<file path="src/rtl/des_round_sequencer.sv">
// Control FSM for the iterative DES core: load, ROUNDS Feistel steps with the key-rotate
// schedule, final permutation, then hold the result until the consumer takes it.
`timescale 1ns/1ps
module des_round_sequencer #(
  parameter int ROUNDS = 16
) (
  input  logic       clk,
  input  logic       reset_n,
  input  logic       in_valid,
  input  logic       in_decrypt,
  output logic       in_ready,
  input  logic       abort,
  output logic       dp_load,
  output logic       dp_round_en,
  output logic [3:0] dp_round,
  output logic [1:0] key_shift,
  output logic       key_rot_right,
  output logic       dp_final,
  output logic       out_valid,
  input  logic       out_ready,
  output logic       busy
);

  typedef enum logic [2:0] {IDLE, LOAD, ROUND, FINAL, DONE} state_t;

  localparam logic [3:0] LAST_ROUND = 4'(ROUNDS - 1);

  state_t     state_reg, state_next;
  logic [3:0] cnt_reg, cnt_next;
  logic       decrypt_reg, decrypt_next;
  logic [1:0] shift_lut [16];

  // Encrypt left-rotate schedule: single-bit steps in rounds 1, 2, 9 and 16.
  for (genvar gi = 0; gi < 16; gi++) begin : g_shift_lut
    assign shift_lut[gi] = (gi == 0 || gi == 1 || gi == 8 || gi == 15) ? 2'd1 : 2'd2;
  end

  always_ff @(posedge clk or negedge reset_n) begin
    if (!reset_n) begin
      state_reg   <= IDLE;
      cnt_reg     <= '0;
      decrypt_reg <= 1'b0;
    end else begin
      state_reg   <= state_next;
      cnt_reg     <= cnt_next;
      decrypt_reg <= decrypt_next;
    end
  end

  always_comb begin
    state_next    = state_reg;
    cnt_next      = cnt_reg;
    decrypt_next  = decrypt_reg;
    in_ready      = 1'b0;
    busy          = 1'b1;
    dp_load       = 1'b0;
    dp_round_en   = 1'b0;
    dp_round      = '0;
    key_shift     = '0;
    key_rot_right = 1'b0;
    dp_final      = 1'b0;
    out_valid     = 1'b0;

    case (state_reg)
      IDLE: begin
        in_ready = 1'b1;
        busy     = 1'b0;
        if (in_valid) begin
          state_next   = LOAD;
          decrypt_next = in_decrypt;
        end
      end
      LOAD: begin
        dp_load    = 1'b1;
        cnt_next   = '0;
        state_next = ROUND;
      end
      ROUND: begin
        dp_round_en   = 1'b1;
        dp_round      = cnt_reg;
        key_rot_right = decrypt_reg;
        // Decrypt walks the schedule backwards from the fully rotated PC1 key, so round 0 needs no shift.
        if (decrypt_reg)
          key_shift = (cnt_reg == 4'd0) ? 2'd0 : shift_lut[4'd0 - cnt_reg];
        else
          key_shift = shift_lut[cnt_reg];
        if (cnt_reg == LAST_ROUND)
          state_next = FINAL;
        else
          cnt_next = cnt_reg + 4'd1;
      end
      FINAL: begin
        dp_final   = 1'b1;
        state_next = DONE;
      end
      DONE: begin
        out_valid = 1'b1;
        if (out_ready)
          state_next = IDLE;
      end
      default: state_next = IDLE;
    endcase

    // abort outranks every transition but is ignored in IDLE, so a same-cycle accept still lands.
    if (abort && state_reg != IDLE) begin
      state_next = IDLE;
      cnt_next   = '0;
    end
  end

endmodule
</file>
<file path="config.mk">
export PLATFORM = sky130hd
export DESIGN_NAME = des_round_sequencer
export DESIGN_NICKNAME = d
export VERILOG_FILES = /design/src/rtl/des_round_sequencer.sv
export SDC_FILE = /design/constraint.sdc
export NUM_CORES = 1
export LEC_CHECK = 0
export BUFFER_PORTS_ARGS = -buffer_cell sky130_fd_sc_hd__buf_2
export CAP_MARGIN = 30
export CORE_UTILIZATION = 55
export CTS_CLUSTER_DIAMETER = 120
export DETAILED_ROUTE_END_ITERATION = 6
export PLACE_DENSITY = 0.8
export SETUP_SLACK_MARGIN = 0.02
export SYNTH_ARGS = -nofsm -noshare
export SYNTH_HDL_FRONTEND = slang
export SYNTH_SLANG_ARGS = --single-unit
</file>
<file path="constraint.sdc">
create_clock -name clk -period 4.25 [get_ports clk]
set_input_delay 0.85 -clock clk [delete_from_list [all_inputs] [get_ports clk]]
set_output_delay 0.85 -clock clk [all_outputs]
set_load 0.02 [all_outputs]
</file>
==> metrics <==
width of the die=39.6 microns; first-pass GRT wire length=2.70 mm; final wirelength=approximately 1.7 mm; Worst-Margin Slew=426 ps; CTS root buf=clkbuf_4; layout cells sized above 1=25.5%; Non-Filler Instances=roughly 130; initial antenna violation count=0; worst path required time=3400 ps; largest net degree at the start of global routing=15; period utilization=73.6%; Post-Synthesis Cells=94; placed cell areas=842 sq um; CTS tree=built; Initial DRC Count=22; largest area contributor in the netlist=dfrtp_1; syn_nets=~110; number of max-cap violations=0; Clock Sink Count=8; Post-Place Setup Slack=1440 ps; worst-skew pair later-pin latency=between 200 and 300 ps; Slew Limit Fails=0; crit-path cells=inv_1 > ha_1 > o21ai_0 > nor4b_1 > nor3_1 > a221oi_1 > buf_2; syn avg cell area=8.25 sq um; Seq/Total Area, Yosys=25.8%; Placer Congestion=0.779; synth warn=0; vias in the first global route=531; WS Path Type=reg2out; EDFF count, synth=0; core area=1300 sq um; delay-heaviest family, CP=flip-flops; Final Skew=8.34 ps; DRC errors left=0; Routed met2 length=between 800 and 900 microns; routed via count=737; Fillers=125; Die ar.=1560 sq um; Finished Cell Area=865 sq um; unrepaired setup endpoints after global routing=false; Inst Count DP=122; Num CTS Buffers=3; Synth Register Bits=8; final hold vios=0; max FFs per register=4; final core utilization=66.4%; total power=451 uW; length of routed met3 wiring=between 80 and 90 microns; Rel. slew slack=71.6%; Pwr Density=521 nW/um^2; final setup TNS=0 ps; Mapped Area=a little under 800 sq um; grt ovf=0; Detail Route Antenna Nets=0; IO buf count=18; ant diodes=0; max layer used=met4; asr flop ratio synth=between 90% and 100%; Worst Setup Start Kind=register; critical path launch point=cnt_reg[0]; outcome=finished clean; IO Pins=19; post-detail-place hpwl=1.29 mm; Tmin final=roughly 3100 ps; Overall Global Routing Usage=27.0%; hold slack=between 400 and 500 ps; # rows=13; Hold/Removal Path Class=in2async; Max IR drop VDD=0.438 mV; Die Y=39.6 microns; crit path DAT=2280 ps; Buf+Inv Stages, Crit Path=2; Top FF cell, synth=dfrtp_1; CP max-delay cell=dfrtp_1; P&R area growth vs syn=11.5%; Clock Path Buffers=2; total iterations of the first detailed-routing run=4; top-area cell type share of the netlist area=25.8%; Layout Nets=124; slowest stage delay, CP=500 ps; Post-CTS Hold Buffers=0; WL/cell=13.8 microns; commonest non-fill, non-tap cell in the layout=buf_2; postcts setup bufs=0; CP Capture Type=output port; Area contributors post-synth=dfrtp_1 26%, ha_1 9.7%, nor2_1 4.8%; Crit Path Max Fanout=10; H-tree depth=1; initial core utilization=between 50% and 60%; most frequent cells in the layout=18 x buf_2, 10 x nor2_1, 8 x dfrtp_1, 6 x ha_1; FF-to-FF Start=cnt_reg[0]; Vias per Instance=5.90; fmax=0.320 GHz; P_leak=0.416 nW; final setup margin=approximately 1100 ps; Distinct cells, synth=40; Clock Pin Slew Worst Setup and Hold Paths=around 60 ps; CTS resizes=0; final setup vio count=0; met1 wire length=805 microns
worst register-to-register path: cells and delay by family (launching register included):
family	cells	cell delay, ps
simple gates	2	440
compound gates	1	330
flops	1	500
fa+ha+maj	1	250
Yosys cell counts, types with 2 or more instances:
cell type  instances
buf_4              2
buf_6              2
nand2b_1           5
o22ai_1            2
ha_1               6
nand2_1            4
inv_1              5
nor3_1             4
nor2_1            10
o21ai_1            2
a21oi_1            5
nand3_1            4
o21ai_0            4
a211o_1            2
xnor2_1            2
and2_1             2
and3_1             2
nor3b_1            2
dfrtp_1            8
logic make-up after synthesis:
| kind of cell | Yosys count | synth area share, % |
|---|---|---|
| compound gates | 21 | 18.4 |
| xor+xnor | 3 | 3.39 |
| fa+ha+maj | 6 | 9.68 |
| buf+inv | 11 | 8.39 |
| flops | 8 | 25.8 |
| mux | 1 | 1.45 |
| simple gates | 44 | 32.9 |
routing by layer:
layer | track usage [%] | up-vias
li1 | - | 362
met1 | 36.8 | 340
met2 | 38.9 | 33
met3 | 10.2 | 2
met4 | 7.76 | 0
met5 | 0 | -
report_power, final:
| group | switching, mW | total [mW] | leakage [nW] | internal [mW] |
|---|---|---|---|---|
| clock network | 0.0281 | 0.0606 | 0.0138 | 0.0325 |
| logic | 0.155 | 0.252 | 0.295 | 0.0973 |
| registers | 0.0446 | 0.138 | 0.107 | 0.0934 |
cell type report:
cell class              instances  area [sq um]  share of cell area (%)
inverters                       6          22.5                    2.60
repair buffers                 18          90.1                    10.4
multi-input cells              75           510                    59.0
clock buffers                   3          22.5                    2.60
flip-flops and latches          8           200                    23.2
well taps                      15          18.8                    2.17
worst paths after layout:
kind	to	slack [ps]	cells after the start
max reg2reg	state_reg[0]	2600	4
max in group asynchronous	cnt_reg[1]	3650	1
min in group clk	decrypt_reg	610	1
max	key_shift[0]	1120	7
min reg2reg	decrypt_reg	610	1
min	state_reg[0]	420	1
Power figures use the tool's default switching activity.
